`src/rtl/reg_writeback_seq.sv`:
```
// Write-back sequencer feeding the 8088 register file: one request in, one-hot
// WE/DATA out, with AX/CX/DX/BX word writes split into low then high byte.
module reg_writeback_seq #(
  parameter int DATA_W = 16,  // only 16 is supported
  parameter int NWE    = 12   // only 12 is supported
) (
  input  logic              CLK,
  input  logic              RST,
  input  logic              req_valid,
  output logic              req_ready,
  input  logic              req_w,
  input  logic [2:0]        req_reg,
  input  logic [DATA_W-1:0] req_data,
  output logic [NWE-1:0]    WE,
  output logic [DATA_W-1:0] DATA,
  output logic              busy,
  output logic              done
);

  typedef enum logic [1:0] {IDLE, WR1, WR_HI} state_t;

  state_t              r_state;
  logic                r_split;
  logic [7:0]          r_hi_byte;
  logic [NWE-1:0]      r_hi_we;
  logic [NWE-1:0]      r_we;
  logic [DATA_W-1:0]   r_data;
  logic                r_done;

  logic                w_accept;
  logic                w_word_reg;
  logic                w_split;
  logic [3:0]          w_lo_idx;
  logic [3:0]          w_hi_idx;
  logic [NWE-1:0]      w_one;
  logic [NWE-1:0]      w_first_we;
  logic [NWE-1:0]      w_hi_we;
  logic [DATA_W-1:0]   w_first_data;

  assign req_ready = !RST && ((r_state == IDLE) || (r_state == WR1 && !r_split) ||
                              (r_state == WR_HI));
  assign w_accept  = req_valid && req_ready;

  assign w_word_reg = req_w &  req_reg[2];  // SP/BP/SI/DI: full 16-bit register
  assign w_split    = req_w & ~req_reg[2];  // AX/CX/DX/BX: two byte halves

  // Byte regs code c sit at WE[11-c]; 7-c gives both the high half of a split
  // word (AH..BH) and the single-cycle word registers (SP..DI).
  assign w_lo_idx = 4'd11 - {1'b0, req_reg};
  assign w_hi_idx = 4'd7  - {1'b0, req_reg};
  assign w_one    = {{(NWE-1){1'b0}}, 1'b1};

  assign w_first_we   = w_one << (w_word_reg ? w_hi_idx : w_lo_idx);
  assign w_hi_we      = w_one << w_hi_idx;
  assign w_first_data = w_word_reg ? req_data : {8'h00, req_data[7:0]};

  always_ff @(posedge CLK) begin
    if (RST) begin
      r_state   <= IDLE;
      r_split   <= 1'b0;
      r_hi_byte <= 8'h00;
      r_hi_we   <= '0;
      r_we      <= '0;
      r_data    <= '0;
      r_done    <= 1'b0;
    end else begin
      r_we    <= '0;
      r_done  <= 1'b0;
      r_state <= IDLE;
      if (w_accept) begin
        r_state   <= WR1;
        r_we      <= w_first_we;
        r_data    <= w_first_data;
        r_done    <= ~w_split;
        r_split   <= w_split;
        r_hi_byte <= req_data[DATA_W-1:8];
        r_hi_we   <= w_hi_we;
      end else if (r_state == WR1 && r_split) begin
        r_state <= WR_HI;
        r_we    <= r_hi_we;
        r_data  <= {8'h00, r_hi_byte};
        r_done  <= 1'b1;
        r_split <= 1'b0;
      end
      // DATA is left untouched when idle so the last written value stays visible
    end
  end

  assign WE   = r_we;
  assign DATA = r_data;
  assign busy = |r_we;
  assign done = r_done;

endmodule

```
`config.mk`:
```
export PLATFORM = sky130hd
export DESIGN_NAME = reg_writeback_seq
export DESIGN_NICKNAME = d
export VERILOG_FILES = /design/src/rtl/reg_writeback_seq.sv
export SDC_FILE = /design/constraint.sdc
export NUM_CORES = 1
export LEC_CHECK = 0
export ABC_AREA = 1
export BUFFER_PORTS_ARGS = -buffer_cell sky130_fd_sc_hd__clkbuf_2
export CAP_MARGIN = 0
export CORE_ASPECT_RATIO = 1.1
export CORE_MARGIN = 5
export CORE_UTILIZATION = 45
export CTS_CLUSTER_DIAMETER = 30
export CTS_CLUSTER_SIZE = 20
export DETAILED_ROUTE_END_ITERATION = 6
export GPL_ROUTABILITY_DRIVEN = 0
export HOLD_SLACK_MARGIN = 0.1
export PLACE_DENSITY_LB_ADDON = 0.25
export SLEW_MARGIN = 15
export SYNTH_ARGS = -nofsm -noshare
export SYNTH_HDL_FRONTEND = slang
export SYNTH_SLANG_ARGS = --single-unit
```
`constraint.sdc`:
```
create_clock -name CLK -period 2.3 [get_ports CLK]
set_clock_uncertainty 0.15 [all_clocks]
set_input_delay 0 -clock CLK [delete_from_list [all_inputs] [get_ports CLK]]
set_output_delay 0 -clock CLK [all_outputs]
set_load 0.005 [all_outputs]
```
==> metrics.txt, run 1 <==
status finished, final reports clean; xor-xnor portion of the synthesized cell area 0%; CTS H-tree lvls 2; area leader, netlist dfxtp_1; min setup slack post-route approximately 0.24 ns; Max Cap Violations 0; Starting Density between 40% and 50%; worst-path maximum fanout 18; Root Buffer clkbuf_8; Crit path largest cell delay 0.58 ns; post-synthesis adder-cell area fraction 0%; Layout Cells excl Fill 375; die width approximately 71 um; port bufs 53; vias per cell about 4.8; Yosys reg bits between 40 and 50; CP Buf/Inv Count 5; crit start category input port; via count around 1800; CP endpoint kind register; Fin. Hold Viols 0; diode count 0; core area 0.00396 mm^2; Finish-stage setup viols 0; Post-DRT Antenna Nets 0; Int Power between 1 and 1.5 mW; share of total power in the clock network 36.0%; Row Count 24; Cells after DPL 336; Setup CP Type in -> reg; sequential power share between 50% and 60%; CTS Buf Count 5; post-synthesis async set-or-reset flop share 0%; Post-DP HPWL between 3000 and 4000 um; register area about 960 um^2; RSZ-0062 raised after global routing false; Power Total about 1.6 mW; max_slew headroom between 70% and 80%; count leader, synth nand2_1; met2 WL post-DR approximately 2100 um; CP arrival around 2.2 ns; largest net degree at the start of global routing 23; drt drc 0; Layout fillers 357; vias in the first global route around 1700; max frequency between 400 and 500 MHz; maximum clock path buffer count 2; Netlist Area Pre-Place about 0.0018 mm^2; GRT Util Overall ~18%; Hold Path Class reg -> reg; post-synthesis mux area share 0%; GR Overflow Total 0; first-pass GRT wire length between 7000 and 8000 um; clk_lat worst skew 0.30 ns; Avg Cell Area, Syn ~7.7 um^2; Max Slew Vio Count 0; P_sw about 380 uW; multi-input logic area ~720 um^2; TNS Setup 0 ns; synth top area cells dfxtp_1, nand2_1, nand3_1, nor2_1, inv_1; DP Worst Slack between 0.6 and 0.7 ns; M1 WL 2240 um; Post-Synth Simple-Gate Area 30.9%; EDFF count, synth 0; Synth Area in Compound Gates 7.37%; Synth top area share 52.4%; Die ar. between 0.005 and 0.006 mm^2; Initial DRC Count 55; ys flop type dfxtp_1; drt total wl 4770 um; critical path's slowest cell dlygate4sd3_1; DRT Pass-1 Iters 4; PwrDens 649 mW/mm^2; Post-Syn Instances roughly 240; Met3 Wirelength ~280 um; Clock Sink Count 48; nets about 350; Lkg Pwr 1.23 nW; CTS tree built; Critical Path RT 2.40 ns; post-synthesis net count about 260; area delta synth->final 38.3%; Die Ht ~77 um; DR WL/cell around 13 um; worst-path cell chain dlygate4sd3_1 -> clkbuf_2 -> inv_4 -> nand4_4 -> inv_4 -> nand2_1 -> o22ai_1 -> dlygate4sd3_1; num ports 54; initial antenna violation count 0; CP top delay family buffers and inverters; largest family of logic cells by synthesized area simple AND/OR/NAND/NOR gates; synth warn 0; maximum VDD drop between 0.4 and 0.5 mV; share of cells above drive strength 1 between 20% and 30%; synth cell count leaders nand2_1, dfxtp_1, nand3_1; top routing layer used met4; Synth cell types 19; worst slew pin tran around 0.36 ns; Logic pwr share approximately 11%; Final period util approximately 90%; min cycle time layout 2.06 ns; Clock transition at path regs 0.09 ns; sw frac between 20% and 30%; register area share after synthesis 52.4%; post-CTS setup buffer count 0
[path summary, 6_finish.rpt]
check                from            to  slack [ns]  depth (start not counted)
max                   RST      DATA[14]        0.24                          8
min          r_hi_byte[2]  r_hi_byte[2]        0.32                          2
max reg2reg    r_state[0]      DATA[14]        0.27                          6
min reg2reg  r_hi_byte[2]  r_hi_byte[2]        0.32                          2
[tightest hold or removal path, cell delays in order, from the launching register on]
cell and delay (ns):
dfxtp_1 0.32, nand2_1 0.06, a21oi_1 0.05
[what timing repair did]
item / 4_1_cts / 5_1_grt
gates resized for setup: 0 / 3
hold buffers: 30 / 0
endpoints found under the setup margin: 0 / 6
endpoints found under the hold margin: 47 / 0
[metrics by stage]
stage,hold WS [ns],cell area (um^2),utilization (%)
after floorplan,-0.0210,1830,-
after global placement,0.0792,2110,53.2
after detailed placement,0.0775,2110,53.2
after CTS,0.322,2520,63.5
after global routing,0.352,2540,64.0
final,0.322,2540,64.0
[metal layers]
layer  GRT usage [%]  vias up
met1            23.3      804
met2            27.5       52
met4            8.46        0
met5               0        -
li1                -      934
met3            4.58       16
[flip-flops by register name, summed over array words and instances (netlist names)]
register and count:
r_hi_we 8, DATA 16, r_state 2, done 1, r_split 1, WE 12, r_hi_byte 8
[cells in the final DEF, fill, tap and decap left out, types with 2 or more instances in the layout]
master	instances
inv_1	23
nor2_2	2
nor4_1	3
nand3_1	34
clkbuf_8	5
dlygate4sd3_1	30
o21ai_0	11
o22ai_1	4
dfxtp_1	48
buf_4	2
nand2_1	59
nor2_1	28
a21oi_1	11
inv_4	2
clkbuf_2	53
[kinds of logic after synthesis]
family,count (synthesis)
flops,48
buf+inv,36
compound gates,26
simple gates,129
[area by class of cell]
cell class | count | area share (%)
sequential | 48 | 37.9
multi-input combinational | 156 | 28.4
timing repair buffer | 85 | 22.9
inverter | 26 | 4.05
clock buffer | 6 | 2.86
tap | 52 | 2.57
clock inverter | 2 | 1.38
[power by group through the flow]
stage,sequential [mW],clock (mW),combinational (mW)
floorplan,0.890,0,0.0868
global placement,0.891,0,0.135
detailed placement,0.890,0,0.136
CTS,0.871,0.605,0.177
global route,0.875,0.638,0.203
finish,0.871,0.593,0.182
No activity file was read; power rests on OpenSTA's default activity.
==> run 2: changes to the inputs <==
- GPL_TIMING_DRIVEN: not set -> 0
==> run 2 against run 1 <==
Net effect: clock power is 21% lower; final cell count did not move; largest cell class unchanged; core utilization is 0.98 points lower; design area shrank 1.5%; via count is 0.89% lower; global-route usage increased by 0.17 points; sequential cell count unchanged; sequential power barely moved; sequential share of layout area grew 0.59 points; combinational power barely moved; worst setup slack worse by 0.057 ns; first-iteration DRC count up 60%.
==> metrics.txt, run 2 (same netlist as run 1, synthesis figures left out) <==
via count 1790 (-0.89%); DR WL/cell 12.0 um (-5.5%); Starting Density 46.3% (unchanged); CTS Buf Count 5 (unchanged); hold buffer count at cts 27 (-10%); Lkg Pwr 1.21 nW (-1.4%); Final period util 92.1% (+2.5 points); worst-path maximum fanout 4 (-14); most common cell after layout, fill and taps aside nand2_1; CTS H-tree lvls 2 (unchanged); post-route cell area 0.00250 mm^2 (-1.5%); num ports 54 (unchanged); Post-CTS Resized 0 (unchanged); Root Buffer clkbuf_8; vias per cell 4.77 (-0.89%); Die Ht 77.0 um (unchanged); core area 0.00396 mm^2 (unchanged); vias in the first global route 1759 (+2.0%); initial antenna violation count 0 (unchanged); drt drc 0 (unchanged); Setup CP Type in -> reg; diode count 0 (unchanged); clk_lat worst skew 0.30 ns (about the same); share of total power in the clock network 30.8% (-5.2 points); final core utilization 63.0% (-0.98 points); sw frac 24.1% (+1.0 points); GRT Util Overall 18.1% (+0.17 points); crit start category input port; Max Slew Vio Count 0 (unchanged); RSZ-0062 raised after global routing false; Row Count 24 (unchanged); drt total wl 4510 um (-5.5%); most frequent cells in the layout nand2_1, clkbuf_2, dfxtp_1; Max Cap Violations 0 (unchanged); post-CTS setup buffer count 0 (unchanged); Int Power 1.15 mW (-9.1%); Die ar. 0.00545 mm^2 (unchanged); CP arrival 2.19 ns (+0.03 ns); nets 346 (+0.29%); TNS Setup 0 ns (unchanged); first-pass GRT wire length 8040 um (+1.5%); Hold Path Class in -> reg; CP endpoint kind register; Clock Sink Count 48 (unchanged); Finish-stage setup viols 0 (unchanged); maximum clock path buffer count 2 (unchanged); Clock transition at path regs 0.09 ns (about the same); min cycle time layout 2.12 ns (+0.0574 ns); maximum VDD drop 0.391 mV (-4.6%); Fin. Hold Viols 0 (unchanged); Power Total 1.52 mW (-7.9%); largest net degree at the start of global routing 14 (-39%); share of cells above drive strength 1 22.3% (+0.31 points); P_sw 366 uW (-3.7%); DRT Pass-1 Iters 4 (unchanged); CTS tree built; PwrDens 608 mW/mm^2 (-6.4%); Cell Area, Placed 0.00215 mm^2 (+2.0%); die width 70.9 um (unchanged); Initial DRC Count 88 (+60%); sequential power share 57.4% (+4.5 points); Critical Path RT 2.37 ns (-0.03 ns); Post-DP HPWL 3090 um (+0.81%); port bufs 50 (-5.7%); flip-flop count of the largest register after layout 16 (unchanged); max_slew headroom 69.2% (-6.8 points); max frequency 472 MHz (-2.7%); Post-DRT Antenna Nets 0 (unchanged); Logic pwr share 11.8% (+0.7 points); GR Overflow Total 0 (unchanged); status finished, final reports clean; worst slew pin tran 0.462 ns (+0.103 ns); area delta synth->final 36.2%
[run 2: changes by cell type in the layout (fill, tap and decap cells not counted), moves of 2 or more]
cell           before  now
clkbuf_2           53   50
dlygate4sd3_1      30   27
buf_2               0    3
buf_6               0    3
clkbuf_1            1    3
[run 2: area by class of cell]
class | count | area, um^2
buffer | 10 | 71.3
clock buffer | 6 | 72.6
clock inverter | 1 | 5.00
fill | 376 | 1470
inverter | 26 | 100
multi-input combinational | 155 | 702
sequential | 48 | 961
tap | 52 | 65.1
timing repair buffer | 77 | 520
[run 2: per-stage QoR]
| step | setup slack, ns | instances | hold WS (ns) |
|---|---|---|---|
| after floorplan | 0.999 | 239 | -0.0210 |
| final | 0.181 | 375 | 0.317 |
| after global routing | 0.108 | 375 | 0.340 |
| after global placement | 0.852 | 341 | 0.0759 |
| after CTS | 0.175 | 375 | 0.308 |
| after detailed placement | 0.830 | 341 | 0.0734 |
[run 2: power groups by stage]
| stage | logic [mW] | clock network (mW) | registers [mW] |
|---|---|---|---|
| floorplan | 0.0868 | 0 | 0.890 |
| global placement | 0.143 | 0 | 0.890 |
| detailed placement | 0.145 | 0 | 0.890 |
| CTS | 0.179 | 0.479 | 0.870 |
| global route | 0.202 | 0.522 | 0.874 |
| finish | 0.179 | 0.467 | 0.871 |
[run 2: final timing paths]
path | startpoint | to | slack (ns) | depth (start not counted)
worst max-delay path | req_reg[0] | WE[7] | 0.18 | 7
worst min-delay path | req_data[13] | r_hi_byte[5] | 0.32 | 4
worst max register to register | r_split | r_split | 0.32 | 7
worst min register to register | r_hi_byte[7] | r_hi_byte[7] | 0.32 | 2
[run 2: per-layer routing]
layer / up-vias / wire (um) / share of wire [%] / global-route usage, %
met1: 795 / 2110 / 47 / 23.3
met5: - / 0 / 0 / 0
li1: 930 / - / - / -
met4: 0 / 89 / 2.0 / 7.71
met3: 11 / 266 / 5.9 / 5.10
met2: 54 / 2040 / 45 / 28.1
[run 2: critical path: stages]
cell and delay (ns):
dlygate4sd3_1 0.54, clkbuf_2 0.12, nor2_1 0.10, dlygate4sd3_1 0.63, nand3_1 0.10, dlygate4sd3_1 0.56
a21oi_1 0.14
